## src/rtl/hazard_ctrl.sv

```systemverilog
// Hazard controller for a 5-stage pipeline.
// Detects load-use hazards, redirects from EX and data-memory wait states, and
// drives the stage-register hold/flush controls. It also flags memory-wait
// timeouts with a sticky error and keeps saturating stall/flush counters.
module hazard_ctrl #(
    parameter int CNT_W   = 16,
    parameter int TIMEOUT = 255
) (
    input  logic             clk,
    input  logic             rst,
    input  logic [4:0]       ID_AA,
    input  logic [4:0]       ID_BA,
    input  logic             ID_UA,
    input  logic             ID_UB,
    input  logic [4:0]       EX_DA,
    input  logic             EX_RW,
    input  logic             EX_MR,
    input  logic             EX_Redirect,
    input  logic             MEM_Req,
    input  logic             MEM_Ready,
    input  logic             Cnt_Clr,
    output logic             PC_Hold,
    output logic             IF_ID_Hold,
    output logic             ID_EX_Hold,
    output logic             EX_MEM_Hold,
    output logic             IF_ID_Flush,
    output logic             ID_EX_Flush,
    output logic             MEM_WB_Flush,
    output logic             Mem_Err,
    output logic [CNT_W-1:0] Stall_Cnt,
    output logic [CNT_W-1:0] Flush_Cnt
);

    typedef enum logic [1:0] {RUN, LU_STALL, MEM_WAIT, ERR} state_t;

    // The wait counter is compared against TIMEOUT-1 because it holds the
    // number of wait cycles already completed before the current one.
    localparam logic [7:0] TIMEOUT_M1 = 8'(TIMEOUT - 1);

    state_t     state;
    state_t     state_next;
    logic [7:0] wait_cnt;
    logic       mem_wait;
    logic       lu_hit;
    logic       wait_expired;

    assign mem_wait     = MEM_Req & ~MEM_Ready;
    assign lu_hit       = EX_MR & EX_RW & (EX_DA != 5'd0) &
                          ((ID_UA & (EX_DA == ID_AA)) | (ID_UB & (EX_DA == ID_BA)));
    assign wait_expired = mem_wait & (wait_cnt >= TIMEOUT_M1);

    // State register; reset abandons any wait or error immediately.
    always_ff @(posedge clk or posedge rst) begin
        if (rst) begin
            state <= RUN;
        end else begin
            state <= state_next;
        end
    end

    // Next-state and hold/flush decode; reset forces every control low.
    always_comb begin
        state_next   = state;
        PC_Hold      = 1'b0;
        IF_ID_Hold   = 1'b0;
        ID_EX_Hold   = 1'b0;
        EX_MEM_Hold  = 1'b0;
        IF_ID_Flush  = 1'b0;
        ID_EX_Flush  = 1'b0;
        MEM_WB_Flush = 1'b0;
        case (state)
            RUN, LU_STALL: begin
                if (mem_wait) begin
                    PC_Hold      = 1'b1;
                    IF_ID_Hold   = 1'b1;
                    ID_EX_Hold   = 1'b1;
                    EX_MEM_Hold  = 1'b1;
                    MEM_WB_Flush = 1'b1;
                    state_next   = wait_expired ? ERR : MEM_WAIT;
                end else if (EX_Redirect) begin
                    IF_ID_Flush = 1'b1;
                    ID_EX_Flush = 1'b1;
                    state_next  = RUN;
                end else if ((state == RUN) && lu_hit) begin
                    PC_Hold     = 1'b1;
                    IF_ID_Hold  = 1'b1;
                    ID_EX_Flush = 1'b1;
                    state_next  = LU_STALL;
                end else begin
                    state_next = RUN;
                end
            end
            MEM_WAIT: begin
                if (mem_wait) begin
                    PC_Hold      = 1'b1;
                    IF_ID_Hold   = 1'b1;
                    ID_EX_Hold   = 1'b1;
                    EX_MEM_Hold  = 1'b1;
                    MEM_WB_Flush = 1'b1;
                    state_next   = wait_expired ? ERR : MEM_WAIT;
                end else begin
                    state_next = RUN;
                end
            end
            ERR: begin
                PC_Hold      = 1'b1;
                IF_ID_Hold   = 1'b1;
                ID_EX_Hold   = 1'b1;
                EX_MEM_Hold  = 1'b1;
                MEM_WB_Flush = 1'b1;
                state_next   = ERR;
            end
            default: begin
                state_next = RUN;
            end
        endcase
        if (rst) begin
            state_next   = RUN;
            PC_Hold      = 1'b0;
            IF_ID_Hold   = 1'b0;
            ID_EX_Hold   = 1'b0;
            EX_MEM_Hold  = 1'b0;
            IF_ID_Flush  = 1'b0;
            ID_EX_Flush  = 1'b0;
            MEM_WB_Flush = 1'b0;
        end
    end

    // Consecutive memory-wait cycle counter, saturating so it never wraps.
    always_ff @(posedge clk or posedge rst) begin
        if (rst) begin
            wait_cnt <= 8'd0;
        end else if (!mem_wait) begin
            wait_cnt <= 8'd0;
        end else if (wait_cnt != 8'hFF) begin
            wait_cnt <= wait_cnt + 8'd1;
        end
    end

    // Sticky timeout flag, set on the same edge the FSM enters ERR.
    always_ff @(posedge clk or posedge rst) begin
        if (rst) begin
            Mem_Err <= 1'b0;
        end else if (state_next == ERR) begin
            Mem_Err <= 1'b1;
        end
    end

    // Stall counter: one count per held-PC cycle, clear wins over increment.
    always_ff @(posedge clk or posedge rst) begin
        if (rst) begin
            Stall_Cnt <= '0;
        end else if (Cnt_Clr) begin
            Stall_Cnt <= '0;
        end else if (PC_Hold && (Stall_Cnt != '1)) begin
            Stall_Cnt <= Stall_Cnt + 1'b1;
        end
    end

    // Flush counter: one count per cycle with a front-end flush.
    always_ff @(posedge clk or posedge rst) begin
        if (rst) begin
            Flush_Cnt <= '0;
        end else if (Cnt_Clr) begin
            Flush_Cnt <= '0;
        end else if ((IF_ID_Flush || ID_EX_Flush) && (Flush_Cnt != '1)) begin
            Flush_Cnt <= Flush_Cnt + 1'b1;
        end
    end

endmodule

```

## config.mk

```make
export PLATFORM = sky130hd
export DESIGN_NAME = hazard_ctrl
export DESIGN_NICKNAME = d
export VERILOG_FILES = /design/src/rtl/hazard_ctrl.sv
export SDC_FILE = /design/constraint.sdc
export NUM_CORES = 1
export LEC_CHECK = 0
export BUFFER_PORTS_ARGS = -buffer_cell sky130_fd_sc_hd__buf_2
export CAP_MARGIN = 20
export CORE_MARGIN = 4
export CORE_UTILIZATION = 57
export CTS_CLUSTER_DIAMETER = 30
export CTS_CLUSTER_SIZE = 25
export DETAILED_ROUTE_END_ITERATION = 8
export GPL_ROUTABILITY_DRIVEN = 0
export GPL_TIMING_DRIVEN = 1
export PLACE_DENSITY = 0.85
export SLEW_MARGIN = 40
export SYNTH_ARGS = -nofsm -noshare
export SYNTH_HDL_FRONTEND = slang
export SYNTH_SLANG_ARGS = --single-unit
```

## constraint.sdc

```tcl
create_clock -name clk -period 8.3 [get_ports clk]
set_input_delay 2.49 -clock clk [delete_from_list [all_inputs] [get_ports clk]]
set_output_delay 2.49 -clock clk [all_outputs]
set_load 0.03 [all_outputs]
```

### Yosys cells after proc, flatten, opt, wreduce, memory -nomap -nowiden

Cells that the tools add are included.
Widths: inputs -> output; s select.

* $add $sub $neg: 3
* order comparisons: 1
* eq/ne operators: 10
* muxes and demuxes: 29
* bitwise logic cells: 9
* reduce and logical (&&, ||, !) cells: 10

Operators by type and width (count)
* $mux 16: 4
* $add 16x1->16 const B: 2
* $ne 16x16->1 const B: 2
* $mux 1: 17
* $mux 8: 2
* $eq 5x5->1: 2
* $add 8x1->8 const B: 1
* $ge 8x8->1 const B: 1
* $ne 8x8->1 const B: 1
* $and 1x1->1: 7
* $eq 2x2->1 const B: 3
* $mux 2: 3
* $pmux 2 s3: 1
* $reduce_bool 5->1: 1
* $reduce_bool 2->1: 2
* $logic_and 1x1->1: 3
* $pmux 1 s3: 1
* $reduce_or 3->1: 1
* $eq 2x1->1 const B: 1
* $logic_not 2->1: 1
* $ne 2x1->1 const B: 1
* $pmux 1 s2: 1
* $reduce_or 2->1: 1
* $logic_or 1x1->1: 1
* other kinds (2): 2

* bits in registers: 43
* input bits: 25
* output and inout port bits: 40
* logic and storage cells: 67

### Logic depth before layout (Yosys ltp)

* depth after elaboration: 14
* mapped depth: 8
* depth with buffers taken out: 7

### Worst setup path before layout

OpenSTA, ideal clock, no wires.

* kind: input port to output port
* start point: input rst
* end point: output PC_Hold
* arrival: 4305 ps
* required time: 5810 ps
* path slack: 1505 ps
* cell stages on the path: 6
* buffers on the path: 2
* cells stage by stage: inv_1 > nand2_1 > o41a_1 > buf_6 > inv_2 > buf_4

* longest elaborated chain between the ends: 1

RTL lines
* start, declared: line 10 `input logic rst,`
* $mux 1
* end, declared: line 22 `output logic PC_Hold,`

Every way passes these cells.

### Worst setup path in the final report

* start point: input EX_DA[1]
* end point: output PC_Hold

* longest elaborated chain between the ends: 10
* elaborated cells between the ends (all ways): 14
* classes of those cells: eq/ne (2); mux (5); bitwise (5); reduce/logical (2)

RTL lines
* start, declared: line 15 `input logic [4:0] EX_DA,`
* $eq 5x5->1: line 49 `((ID_UA & (EX_DA == ID_AA)) | (ID_UB & (EX_DA == ID_BA)));`
* $and 1x1->1: line 49
* $or 1x1->1: line 49
* $and 1x1->1 *: line 48 `assign lu_hit = EX_MR & EX_RW & (EX_DA != 5'd0) &`
* $logic_and 1x1->1 *: line 84 `end else if ((state == RUN) && lu_hit) begin`
* $mux 1 *: line 84
* $mux 1 *: line 80 `end else if (EX_Redirect) begin`
* $mux 1 *: line 73 `if (mem_wait) begin`
* $pmux 1 s3 *: line 71 `case (state)`
* $mux 1 *: line 117 `if (rst) begin`

Every way passes the cells marked *; elsewhere a longest branch is shown, timed or not.

==> qor.csv <==
metric;value;unit
status;complete, no violations;
Buffers & Inverters on Critical Path;3;
Port Buf Inserts;64;
max_cap viols;0;
worst skew pair latency;0.29;ns
grt met3 use;4.75;%
Tcrit/Tclk final;83.6;%
global-route usage over all layers;22.5;%
crit path DAT;4.44;ns
WL final;6060;um
library cells used by synthesis;49;
Layout Skew;0.00803;ns
RSZ-0062 raised after global routing;no;
drt drc;0;
Inst Count DP;398;
CTS tree;done;
top cell type's share of synthesized area;41.3;%
largest net degree at the start of global routing;44;
Detailed Routing Iterations Pass 1;4;
total CTS buffers;5;
clock slew at reported path FFs;0.08;ns
CP Capture Type;output port;
Crit Path Class;input port to output port;
Largest delay share family, worst path;compound AO/OA/AOI/OAI gates;
final setup fails;0;
setup TNS;0;ns
syn_nets;322;
CTS resizes;0;
Critical Path Max Stage Delay;0.61;ns
Initial Util;59.5;%
Routed WL per cell;14.9;um
post-synthesis async set-or-reset flop share;100;%
die area;0.00572;mm2
Max Slew Vio Count;0;
nets;383;
Yosys top cell by area;dfrtp_1;
met2 usage;38.0;%
sequential fraction of the synthesis area;41.3;%
synth top area cells;dfrtp_1, nor2_1, xnor2_1;
Power Density;136;mW/mm2
total gr overflow;0;
layout cell share with drive strength beyond 1;25.1;%
GR Layer Usage met1;29.4;%
CP most frequent cell;buf_2;
Worst path slowest cell;o41a_1;
final HPWL from detailed placement;4440;um
Cell Chain, Critical Path;buf_2, or4_1, o21ai_1, o41a_1, inv_2, buf_2;
Final min period;6.93;ns
most frequent cell after synthesis;dfrtp_1;
headroom to the max-slew limit;50.8;%
Most used DFF post-synth;dfrtp_1;
clk buf depth;2;
Leak;1.38;nW
Post-synth EDFFs;0;
fmax;0.144;GHz
initial antenna violation count;0;
CP max FO;19;
Hold WC Path Type;flop to flop;
Yosys Warn Count;0;
Core ar.;0.00438;mm2
row cnt;24;
cts-stage hold buffer count;0;
via count;2465;
CTS Sinks;43;
H-Tree Depth;2;
num ports;65;
synthesized area per cell;8.90;um2
via density per instance;6.07;
CP Launch Type;input port;
gr busiest metal;met2;
total power;413;uW
diode count;0;
Root Buffer;clkbuf_8;
Finished Layout Cells;406;
Worst Max-Slew Pin Slew;0.738;ns
synthesized cell area;0.00261;mm2
height of the die;75.6;um
Reg2Reg Setup Slack;5.79;ns
Initial DRC Count;174;
Chip Width;75.6;um
Synth top cells by count;dfrtp_1, nor2_1, nand2_1;
area grow syn2layout;16.5;%
Fin. Hold Viols;0;
first-pass GRT wire length;10000;um
Yosys reg bits;43;
post-CTS setup buffer count;0;
ANT nets after route;0;
vias in the first global route;2284;
Gate Count Post-Synth;293;
Critical Path RT;5.81;ns
Final Util;69.3;%
peak supply drop;90.8;uV
[per-stage QoR]
| step | instance area [um2] | setup slack, ns | hold slack (ns) |
|---|---|---|---|
| after floorplan | 2610 | 1.51 | 0.465 |
| after global placement | 2930 | 1.45 | 0.489 |
| after detailed placement | 2930 | 1.40 | 0.490 |
| after CTS | 3030 | 1.40 | 0.515 |
| after global routing | 3040 | 1.20 | 0.529 |
| final | 3040 | 1.37 | 0.514 |
[sequential cells by signal, summed over array words and instances (netlist names)]
signal     count
Mem_Err        1
Flush_Cnt     16
Stall_Cnt     16
wait_cnt       8
state          2
[placed cells by master (no fill, tap or decap), types with 2 or more instances in the layout]
| cell type | Yosys | routed |
|---|---|---|
| or4_1 | 7 | 7 |
| a21oi_1 | 21 | 21 |
| and4_1 | 3 | 3 |
| dfrtp_1 | 43 | 43 |
| mux2_2 | 7 | 7 |
| nor2b_1 | 9 | 9 |
| buf_4 | 3 | 2 |
| nor2_1 | 35 | 35 |
| nand4_1 | 12 | 12 |
| or3_1 | 3 | 3 |
| ha_1 | 4 | 4 |
| a31o_2 | 4 | 4 |
| inv_1 | 10 | 10 |
| and3_1 | 6 | 6 |
| nand3_1 | 18 | 18 |
| buf_2 | 2 | 64 |
| a31oi_1 | 3 | 3 |
| o41a_1 | 2 | 2 |
| a41o_1 | 2 | 2 |
| o21ai_0 | 11 | 11 |
| nand4b_1 | 3 | 3 |
| nor4_1 | 3 | 3 |
| nor3_1 | 7 | 7 |
| o31ai_1 | 5 | 5 |
| nand2b_1 | 4 | 4 |
| clkbuf_8 | 0 | 5 |
| xnor2_1 | 15 | 15 |
| o2111ai_1 | 2 | 2 |
| nand2_1 | 23 | 23 |
[final timing paths]
path / start / end / cells after the start
max: EX_DA[1] / PC_Hold / 6
min: Mem_Err / Mem_Err / 1
max reg2reg: Flush_Cnt[9] / Flush_Cnt[7] / 6
min reg2reg: Mem_Err / Mem_Err / 1
max in group asynchronous: rst / Stall_Cnt[10] / 3
min in group asynchronous: rst / Mem_Err / 3
[worst reg2reg max path: cells and delay by family, from the launching register on]
family	cells	cell delay, ns
compound gates	1	0.39
mux	1	0.30
simple gates	4	1.25
flops	1	0.47
[logic make-up (layout without fill, tap and decap cells)]
kind of cell	after synthesis	in the layout	synth area share (%)
DFF	43	43	41.3
adders and majority gates	4	4	1.92
muxes	8	8	3.46
AOI/OAI and AO/OA	58	58	14.5
and+or+nand+nor	141	141	29.1
xor gates and xnor gates	16	16	5.37
buffers and inverters	23	84	4.41
[where the power goes]
group	total (mW)	internal [mW]	switching, mW
combinational	0.0419	0.0146	0.0273
clock	0.158	0.0883	0.0698
sequential	0.213	0.211	0.00221
[layout make-up]
class	count	area, um2
Timing Repair Buffer	66	335
Multi-Input combinational cell	227	1420
Tap cell	52	65.1
Inverter	11	41.3
Fill cell	362	1350
Clock inverter	1	30.0
Clock buffer	6	72.6
Sequential cell	43	1080
[metal layers]
layer / vias to the layer above / share of wire, % / wire, um
li1: 1195 / - / -
met1: 1173 / 42 / 2530
met2: 85 / 51 / 3070
met3: 12 / 5.8 / 351
met4: 0 / 1.8 / 108
met5: - / 0 / 0
No activity file was read; power rests on OpenSTA's default activity.
